**config.mk**
```make
export PLATFORM = sky130hd
export DESIGN_NAME = decode_cycle_flat
export DESIGN_NICKNAME = d
export VERILOG_FILES = /design/src/rtl/decode_cycle_if.sv /design/src/rtl/decode_cycle.sv /design/src/flat_wrapper.sv
export SDC_FILE = /design/constraint.sdc
export NUM_CORES = 2
export LEC_CHECK = 0
export CAP_MARGIN = 20
export CORE_MARGIN = 2
export CORE_UTILIZATION = 40
export CTS_CLUSTER_DIAMETER = 40
export CTS_CLUSTER_SIZE = 8
export DETAILED_ROUTE_END_ITERATION = 10
export PLACE_DENSITY = 0.63
export SLEW_MARGIN = 15
export SYNTH_ARGS = -nofsm -noshare
export SYNTH_HDL_FRONTEND = slang
export SYNTH_SLANG_ARGS = --single-unit
export TNS_END_PERCENT = 100
```
**constraint.sdc**
```tcl
create_clock -name clk -period 7 [get_ports clk]
set_input_delay 1.75 -clock clk [delete_from_list [all_inputs] [get_ports clk]]
set_output_delay 1.75 -clock clk [all_outputs]
set_load 0.02 [all_outputs]
```
**src/rtl/decode_cycle_if.sv**
```systemverilog
// Decode-stage bus: fetch/writeback inputs in, D/E pipeline register contents out.
// The master drives the instruction and writeback side; the slave (decode) drives the E-stage fields.
interface decode_cycle_if;
    logic [31:0] InstrD;
    logic [31:0] PCD;
    logic [31:0] PCPlus4D;
    logic        RegWriteW;
    logic [4:0]  RdW;
    logic [31:0] ResultW;

    logic        RegWriteE;
    logic        ALUSrcE;
    logic        MemWriteE;
    logic        ResultSrcE;
    logic        BranchE;
    logic [2:0]  ALUControlE;
    logic [31:0] RD1_E;
    logic [31:0] RD2_E;
    logic [31:0] Imm_Ext_E;
    logic [31:0] PCE;
    logic [31:0] PCPlus4E;
    logic [4:0]  RD_E;
    logic [4:0]  RS1_E;
    logic [4:0]  RS2_E;

    modport master (
        output InstrD, PCD, PCPlus4D, RegWriteW, RdW, ResultW,
        input  RegWriteE, ALUSrcE, MemWriteE, ResultSrcE, BranchE, ALUControlE,
        input  RD1_E, RD2_E, Imm_Ext_E, PCE, PCPlus4E, RD_E, RS1_E, RS2_E
    );

    modport slave (
        input  InstrD, PCD, PCPlus4D, RegWriteW, RdW, ResultW,
        output RegWriteE, ALUSrcE, MemWriteE, ResultSrcE, BranchE, ALUControlE,
        output RD1_E, RD2_E, Imm_Ext_E, PCE, PCPlus4E, RD_E, RS1_E, RS2_E
    );
endinterface

```
**src/rtl/decode_cycle.sv**
```systemverilog
// RV32 decode stage: control decode, immediate extension and 32x32 register file into a D/E register.
// One-cycle latency from InstrD to E outputs; no backpressure, the pipeline advances every edge.
module decode_cycle (
    input  logic          clk,
    input  logic          rst,
    decode_cycle_if.slave bus
);
    typedef enum logic [1:0] {IMM_NONE, IMM_I, IMM_S, IMM_B} immSrc_t;

    localparam logic [6:0] OP_LW   = 7'b0000011;
    localparam logic [6:0] OP_SW   = 7'b0100011;
    localparam logic [6:0] OP_R    = 7'b0110011;
    localparam logic [6:0] OP_IALU = 7'b0010011;
    localparam logic [6:0] OP_BEQ  = 7'b1100011;

    logic [6:0]  opcode;
    logic [2:0]  funct3;
    logic        funct7b5;
    logic [4:0]  rs1;
    logic [4:0]  rs2;
    logic [4:0]  rd;

    assign opcode   = bus.InstrD[6:0];
    assign funct3   = bus.InstrD[14:12];
    assign funct7b5 = bus.InstrD[30];
    assign rs1      = bus.InstrD[19:15];
    assign rs2      = bus.InstrD[24:20];
    assign rd       = bus.InstrD[11:7];

    logic        regWrite;
    logic        aluSrc;
    logic        memWrite;
    logic        resultSrc;
    logic        branch;
    logic [1:0]  aluOp;
    immSrc_t     immSrc;
    logic [2:0]  aluCtl;
    logic [31:0] immExt;
    logic [31:0] rd1;
    logic [31:0] rd2;
    logic [31:0] rf [32];

    always_comb begin
        regWrite  = 1'b0;
        aluSrc    = 1'b0;
        memWrite  = 1'b0;
        resultSrc = 1'b0;
        branch    = 1'b0;
        aluOp     = 2'b00;
        immSrc    = IMM_NONE;
        case (opcode)
            OP_LW: begin
                regWrite  = 1'b1;
                aluSrc    = 1'b1;
                resultSrc = 1'b1;
                immSrc    = IMM_I;
            end
            OP_SW: begin
                memWrite = 1'b1;
                aluSrc   = 1'b1;
                immSrc   = IMM_S;
            end
            OP_R: begin
                regWrite = 1'b1;
                aluOp    = 2'b10;
            end
            OP_IALU: begin
                regWrite = 1'b1;
                aluSrc   = 1'b1;
                immSrc   = IMM_I;
                aluOp    = 2'b10;
            end
            OP_BEQ: begin
                branch = 1'b1;
                immSrc = IMM_B;
                aluOp  = 2'b01;
            end
            default: ;
        endcase
    end

    // Subtract only for R-type with funct7[5]; addi with imm[10] set must still add.
    always_comb begin
        aluCtl = 3'b000;
        case (aluOp)
            2'b01: aluCtl = 3'b001;
            2'b10: begin
                case (funct3)
                    3'b000:  aluCtl = (opcode[5] && funct7b5) ? 3'b001 : 3'b000;
                    3'b010:  aluCtl = 3'b101;
                    3'b110:  aluCtl = 3'b011;
                    3'b111:  aluCtl = 3'b010;
                    default: aluCtl = 3'b000;
                endcase
            end
            default: aluCtl = 3'b000;
        endcase
    end

    always_comb begin
        immExt = 32'd0;
        case (immSrc)
            IMM_I:   immExt = {{20{bus.InstrD[31]}}, bus.InstrD[31:20]};
            IMM_S:   immExt = {{20{bus.InstrD[31]}}, bus.InstrD[31:25], bus.InstrD[11:7]};
            IMM_B:   immExt = {{20{bus.InstrD[31]}}, bus.InstrD[7], bus.InstrD[30:25],
                               bus.InstrD[11:8], 1'b0};
            default: immExt = 32'd0;
        endcase
    end

    // Same-cycle writeback is forwarded so the read sees the value being written.
    always_comb begin
        rd1 = rf[rs1];
        rd2 = rf[rs2];
        if (rs1 == 5'd0)
            rd1 = 32'd0;
        else if (bus.RegWriteW && (bus.RdW == rs1))
            rd1 = bus.ResultW;
        if (rs2 == 5'd0)
            rd2 = 32'd0;
        else if (bus.RegWriteW && (bus.RdW == rs2))
            rd2 = bus.ResultW;
    end

    always_ff @(posedge clk) begin
        if (!rst) begin
            for (int i = 0; i < 32; i++)
                rf[i] <= 32'd0;
        end else if (bus.RegWriteW && (bus.RdW != 5'd0)) begin
            rf[bus.RdW] <= bus.ResultW;
        end
    end

    always_ff @(posedge clk) begin
        if (!rst) begin
            bus.RegWriteE   <= 1'b0;
            bus.ALUSrcE     <= 1'b0;
            bus.MemWriteE   <= 1'b0;
            bus.ResultSrcE  <= 1'b0;
            bus.BranchE     <= 1'b0;
            bus.ALUControlE <= 3'b000;
            bus.RD1_E       <= 32'd0;
            bus.RD2_E       <= 32'd0;
            bus.Imm_Ext_E   <= 32'd0;
            bus.PCE         <= 32'd0;
            bus.PCPlus4E    <= 32'd0;
            bus.RD_E        <= 5'd0;
            bus.RS1_E       <= 5'd0;
            bus.RS2_E       <= 5'd0;
        end else begin
            bus.RegWriteE   <= regWrite;
            bus.ALUSrcE     <= aluSrc;
            bus.MemWriteE   <= memWrite;
            bus.ResultSrcE  <= resultSrc;
            bus.BranchE     <= branch;
            bus.ALUControlE <= aluCtl;
            bus.RD1_E       <= rd1;
            bus.RD2_E       <= rd2;
            bus.Imm_Ext_E   <= immExt;
            bus.PCE         <= bus.PCD;
            bus.PCPlus4E    <= bus.PCPlus4D;
            bus.RD_E        <= rd;
            bus.RS1_E       <= rs1;
            bus.RS2_E       <= rs2;
        end
    end
endmodule

```
**src/flat_wrapper.sv**
```systemverilog
// flat-port wrapper written by rule: the top's interface ports become plain ports
module decode_cycle_flat 
  (clk, rst, bus_InstrD, bus_PCD, bus_PCPlus4D, bus_RegWriteW, bus_RdW, bus_ResultW, bus_RegWriteE, bus_ALUSrcE, bus_MemWriteE, bus_ResultSrcE, bus_BranchE, bus_ALUControlE, bus_RD1_E, bus_RD2_E, bus_Imm_Ext_E, bus_PCE, bus_PCPlus4E, bus_RD_E, bus_RS1_E, bus_RS2_E);
  decode_cycle_if bus_i ();
  input  logic clk;
  input  logic rst;
  input wire logic [$bits(bus_i.InstrD)-1:0] bus_InstrD;
  input wire logic [$bits(bus_i.PCD)-1:0] bus_PCD;
  input wire logic [$bits(bus_i.PCPlus4D)-1:0] bus_PCPlus4D;
  input wire logic [$bits(bus_i.RegWriteW)-1:0] bus_RegWriteW;
  input wire logic [$bits(bus_i.RdW)-1:0] bus_RdW;
  input wire logic [$bits(bus_i.ResultW)-1:0] bus_ResultW;
  output wire logic [$bits(bus_i.RegWriteE)-1:0] bus_RegWriteE;
  output wire logic [$bits(bus_i.ALUSrcE)-1:0] bus_ALUSrcE;
  output wire logic [$bits(bus_i.MemWriteE)-1:0] bus_MemWriteE;
  output wire logic [$bits(bus_i.ResultSrcE)-1:0] bus_ResultSrcE;
  output wire logic [$bits(bus_i.BranchE)-1:0] bus_BranchE;
  output wire logic [$bits(bus_i.ALUControlE)-1:0] bus_ALUControlE;
  output wire logic [$bits(bus_i.RD1_E)-1:0] bus_RD1_E;
  output wire logic [$bits(bus_i.RD2_E)-1:0] bus_RD2_E;
  output wire logic [$bits(bus_i.Imm_Ext_E)-1:0] bus_Imm_Ext_E;
  output wire logic [$bits(bus_i.PCE)-1:0] bus_PCE;
  output wire logic [$bits(bus_i.PCPlus4E)-1:0] bus_PCPlus4E;
  output wire logic [$bits(bus_i.RD_E)-1:0] bus_RD_E;
  output wire logic [$bits(bus_i.RS1_E)-1:0] bus_RS1_E;
  output wire logic [$bits(bus_i.RS2_E)-1:0] bus_RS2_E;
  assign bus_i.InstrD = bus_InstrD;
  assign bus_i.PCD = bus_PCD;
  assign bus_i.PCPlus4D = bus_PCPlus4D;
  assign bus_i.RegWriteW = bus_RegWriteW;
  assign bus_i.RdW = bus_RdW;
  assign bus_i.ResultW = bus_ResultW;
  assign bus_RegWriteE = bus_i.RegWriteE;
  assign bus_ALUSrcE = bus_i.ALUSrcE;
  assign bus_MemWriteE = bus_i.MemWriteE;
  assign bus_ResultSrcE = bus_i.ResultSrcE;
  assign bus_BranchE = bus_i.BranchE;
  assign bus_ALUControlE = bus_i.ALUControlE;
  assign bus_RD1_E = bus_i.RD1_E;
  assign bus_RD2_E = bus_i.RD2_E;
  assign bus_Imm_Ext_E = bus_i.Imm_Ext_E;
  assign bus_PCE = bus_i.PCE;
  assign bus_PCPlus4E = bus_i.PCPlus4E;
  assign bus_RD_E = bus_i.RD_E;
  assign bus_RS1_E = bus_i.RS1_E;
  assign bus_RS2_E = bus_i.RS2_E;
  decode_cycle u_core (.clk(clk), .rst(rst), .bus(bus_i));
endmodule
```
* Word level (Yosys, flattened, before mapping)
Memory sizes are Yosys's and may differ from the RTL's. A register that Yosys moved wholly into a read port is not among the register bits. Cells that the tools add are included.
Storage, ports and cells: register bits 119, RAM bits 1024, input port bits 136, logic and storage cells 58, memories 1
Memories:
- u_core.rf | depth 32, bits a word 32, read ports 2, clocked after Yosys merged registers in 2, write ports 32, line decode_cycle.sv:41 | logic [31:0] rf [32];
Operators by class: eq/ne operators 13, multiplexer cells 18, bitwise operators 1, reduce and logical (&&, ||, !) cells 13
Operators with widths (count):
- $pmux 32 s3 | 1
- $mux 32 | 1
- $reduce_or 32->1 | 1
- $eq 7x6->1 const B | 2
- $pmux 3 s4 | 1
- $mux 1 | 11
- $logic_not 5->1 | 2
- $reduce_or 2->1 | 4
- $eq 7x2->1 const B | 1
- $eq 7x5->1 const B | 1
- $eq 7x7->1 const B | 1
- $eq 2x2->1 const B | 3
- $eq 3x3->1 const B | 2
- $pmux 2 s3 | 1
- $pmux 3 s2 | 1
- $reduce_or 3->1 | 2
- $mux 5 | 1
- $reduce_bool 5->1 | 1
- $eq 2x1->1 const B | 2
- $pmux 2 s2 | 1
- $eq 3x2->1 const B | 1
- $logic_not 3->1 | 1
- $logic_and 1x1->1 | 2
- $not 1->1 | 1

* Longest topological paths before layout
word-level depth 7, depth in mapped cells 10, gate-level depth less buffers 7

* Worst setup path after synthesis
Ideal clock, no wire load.
kind input port to flip-flop, start input port rst, end memory u_core.rf[12][0], enable pin, arrival 5061 ps, data required time 6534 ps, setup slack 1473 ps, stages 5, path buffers 2, cells stage by stage clkbuf_1 > nand2_1 > or4_1 > clkbuf_1 > o21ai_0
RTL lines:
- start, declared | line flat_wrapper.sv:6 | input logic rst;
- end, declared | line decode_cycle.sv:41

* Final worst setup path
start input port bus_InstrD[23], end register u_core.bus.RD2_E[4] (read register of u_core.rf)
On the way: cells in the longest elaborated chain, start to end 2
Ends and longest elaborated chain:
- start, declared | line flat_wrapper.sv:7 | input wire logic [$bits(bus_i.InstrD)-1:0] bus_InstrD;
- $logic_not 5->1 | line decode_cycle.sv:119 | if (rs2 == 5'd0)
- $reduce_or 2->1 (no source line)
- end, declared | line decode_cycle_if.sv:35 | output RD1_E, RD2_E, Imm_Ext_E, PCE, PCPlus4E, RD_E, RS1_E, RS2_E
Several ways; a longest one is shown, not always the timed one. A chain may end at the register's enable or synchronous reset.

==> results_dict.tcl <==
set metrics [dict create \
    die_y_um 388 \
    setup_tns_ns 0 \
    post-place-cells 6044 \
    cts_hold_buf 0 \
    max_stage_delay_ns 1.10 \
    seqCellArea_mm2 0.0340 \
    vias 39600 \
    worstSetupPathType "primary input to flip-flop" \
    port-buffer-count 318 \
    rows 140 \
    p_leak_nw 24.9 \
    cts.sinks 1188 \
    area_growth_pct 19.9 \
    initial_core_util_pct 40.3 \
    reg2reg_setup_slack_ns 4.81 \
    cts_setup_buffers 0 \
    slowest_stage "clkdlybuf4s50_1" \
    core_mm2 0.146 \
    gp_congestion 0.928 \
    die_x_um 388 \
    tritoncts "built" \
    viasPerCell 6.22 \
    ir_drop_mv 0.184 \
    hold_viol 0 \
    period_needed_ns 4.41 \
    max_clock_freq_ghz 0.227 \
    routed_wl_um 212000 \
    nets 4454 \
    drive_above_1_share_pct 19.5 \
    routedWlPerCell_um 33.2 \
    fin_skew_ns 0.0275 \
    holdPathStages 4 \
    yosys_most_used_dff "edfxtp_1" \
    p_clk_share_pct 45.0 \
    cap_violations 0 \
    start_kind "primary input" \
    async_flop_share_pct 0 \
    end_kind "flip-flop" \
    crit_required_ns 7.74 \
    die-area_mm2 0.150 \
    power_frac_comb_pct 11.0 \
    synth_top_area_cell "edfxtp_1" \
    cts.path.max_buffers 3 \
    synth-seq-cells 1188 \
    grt_max_degree 91 \
    holdPathEnd "u_core.bus.RD2_E[18]" \
    tightest_slew_ns 1.23 \
    final_cells 6371 \
    power_mw 19.0 \
    ys_top_cells_by_count "and2_1, edfxtp_1, mux4_2" \
    relSlewSlack_pct 18.1 \
    reg2reg_depth 4 \
    synth_area_mm2 0.0589 \
    hold_path.startpoint "u_core.rf[26][18]" \
    grt_remaining_overflow 0 \
    grt_antenna_before_repair 22 \
    clk_latency_ns 0.80 \
    seq_area_frac_synth_pct 57.8 \
    netlist_top_cells_area "edfxtp_1, mux4_2, and2_1" \
    ys_warn_count 0 \
    numCtsBuffers 183 \
    path_clk_slew_ns 0.05 \
    yosysTopAreaCellShare_pct 52.2 \
    ios 319 \
    hpwl_um 134000 \
    h-tree-depth 4 \
    timing.final.crit_share_pct 63.0 \
    cts-root-buf "clkbuf_16" \
    swShare_pct 24.7 \
    critical_path.cell_chain "clkdlybuf4s50_1 > buf_4 > xor2_1 > a211oi_1 > nand2_1 > nor2_4 > a221o_1" \
    r2r_end "u_core.bus.RD1_E[25]" \
    pwr_density_cell_mw_per_mm2 269 \
    grt_pass1_vias 39200 \
    intPower_mw 14.3 \
    r2r-start "u_core.rf[4][25]" \
    synth-edff-count 1024 \
    synth.distinct_cells 52 \
    setup-violations-final 0 \
    maxSlewViolCount 0 \
    status "finished clean" \
    hp-class "flip-flop to flip-flop" \
    path_max_fanout 32 \
    multiInputGateArea_mm2 0.0237 \
    fill_cells 12300 \
    grtUsageTotal_pct 27.8 \
    cts_resized 0 \
    post-route-drc-count 0 \
    yosysMostFrequentCell "and2_1" \
    power_frac_seq_pct 44.0 \
    ant_nets 0 \
    worstPathArrival_ns 5.15 \
    rsz0062_at_grt "false" \
    netlist_instances 4077 \
    avgSynthCellArea_um2 14.4 \
    grt_pass1_wl_um 297000 \
    dr.pass1.iters 6 \
    drt_iter0_drc 5522 \
    power_switching_mw 4.69 \
]
-- final cells by class --
class / count / area share, %
Tap cell: 1917 / 3.40
Sequential cell: 1188 / 48.2
Antenna cell: 5 / 0.0177
Inverter: 7 / 0.0372
Clock inverter: 33 / 0.544
Clock buffer: 285 / 7.46
Timing Repair Buffer: 469 / 6.79
Multi-Input combinational cell: 2467 / 33.5
-- metal layers --
| metal | global-route usage [%] | vias up | wire length [um] |
|---|---|---|---|
| met2 | 42.6 | 2789 | 95900 |
| met5 | 0 | - | 108 |
| met3 | 7.81 | 574 | 25000 |
| met4 | 14.5 | 16 | 11500 |
| met1 | 35.9 | 20200 | 79200 |
| li1 | - | 16100 | - |
-- worst max path at each step --
stage,slack (ns),depth (start not counted),to,from
2_1_floorplan,1.47,5,u_core.rf[12][0],rst
3_3_place_gp,1.90,7,u_core.bus.RD2_E[4],bus_InstrD[23]
3_5_place_dp,1.91,7,u_core.bus.RD2_E[6],bus_InstrD[23]
4_1_cts,2.74,8,u_core.bus.RD2_E[19],bus_InstrD[23]
5_1_grt,2.59,8,u_core.bus.RD2_E[19],bus_InstrD[23]
6_report,2.59,7,u_core.bus.RD2_E[4],bus_InstrD[23]
-- power groups by stage --
stage               clock network, mW  logic (mW)  registers [mW]
detailed placement                  0        2.05            8.46
floorplan                           0        1.08            8.45
CTS                              8.58        2.06            8.33
global placement                    0        2.05            8.44
global route                     8.87        2.15            8.36
finish                           8.54        2.09            8.34
-- cell usage in the layout (no fill, tap or decap), types with 12 or more instances in the layout --
cell | synthesis | final
and2_1 | 1078 | 1077
edfxtp_1 | 1024 | 1024
mux4_2 | 387 | 387
clkdlybuf4s50_1 | 0 | 302
mux2i_1 | 246 | 246
clkbuf_16 | 0 | 192
dfxtp_1 | 164 | 164
a22oi_1 | 136 | 136
buf_4 | 34 | 119
a221oi_1 | 100 | 100
a21oi_1 | 87 | 87
clkbuf_1 | 326 | 82
o21ai_0 | 97 | 66
nand2_1 | 48 | 48
nor2_4 | 0 | 37
o21ai_4 | 0 | 33
a211o_1 | 33 | 33
conb_1 | 1 | 32
a32o_1 | 22 | 22
nand3_1 | 19 | 19
a211oi_1 | 19 | 19
buf_12 | 0 | 19
o221ai_1 | 14 | 14
nor2_1 | 50 | 13
o22ai_1 | 13 | 13
clkbuf_8 | 0 | 12
buf_16 | 0 | 12
-- flip-flops by register name, summed over array words and instances, names as in the netlist --
name / count
u_core.bus.PCPlus4E: 32
u_core.rf: 1024
u_core.bus.RegWriteE: 1
u_core.bus.RD1_E: 32
u_core.bus.MemWriteE: 1
u_core.bus.ResultSrcE: 1
u_core.bus.RS1_E: 5
u_core.bus.ALUSrcE: 1
u_core.bus.BranchE: 1
u_core.bus.RD_E: 5
u_core.bus.Imm_Ext_E: 13
u_core.bus.PCE: 32
u_core.bus.RS2_E: 5
u_core.bus.RD2_E: 32
u_core.bus.ALUControlE: 3
-- stage by stage --
stage / hold slack (ns) / util (%) / instance area, um^2 / setup WS (ns)
after floorplan: 0.751 / - / 59000 / 1.47
after global placement: 0.818 / 44.2 / 64500 / 1.90
after detailed placement: 0.841 / 44.5 / 64900 / 1.91
after CTS: 0.851 / 48.3 / 70500 / 2.74
after global routing: 0.888 / 48.4 / 70600 / 2.59
final: 0.854 / 48.4 / 70600 / 2.59
-- worst max-delay path: cells and delay by family --
kind,cells,cell delay (ns)
XOR/XNOR,1,0.09
AO/OA/AOI/OAI,2,0.72
buffers and inverters,2,1.47
AND/OR/NAND/NOR,2,1.09
-- cells by family (layout without fill, tap and decap cells) --
group	Yosys count	count (layout)	synth area share [%]
XOR/XNOR	10	10	0.149
adder cells (fa/ha/maj)	2	2	0.0425
AND/OR/NAND/NOR	1237	1237	12.8
other	1	37	0.00637
AO/OA/AOI/OAI	544	544	6.57
buffers and inverters	453	794	3.33
flip-flops	1188	1188	57.8
multiplexers	642	642	19.3
No activity file was read; power rests on OpenSTA's default activity.
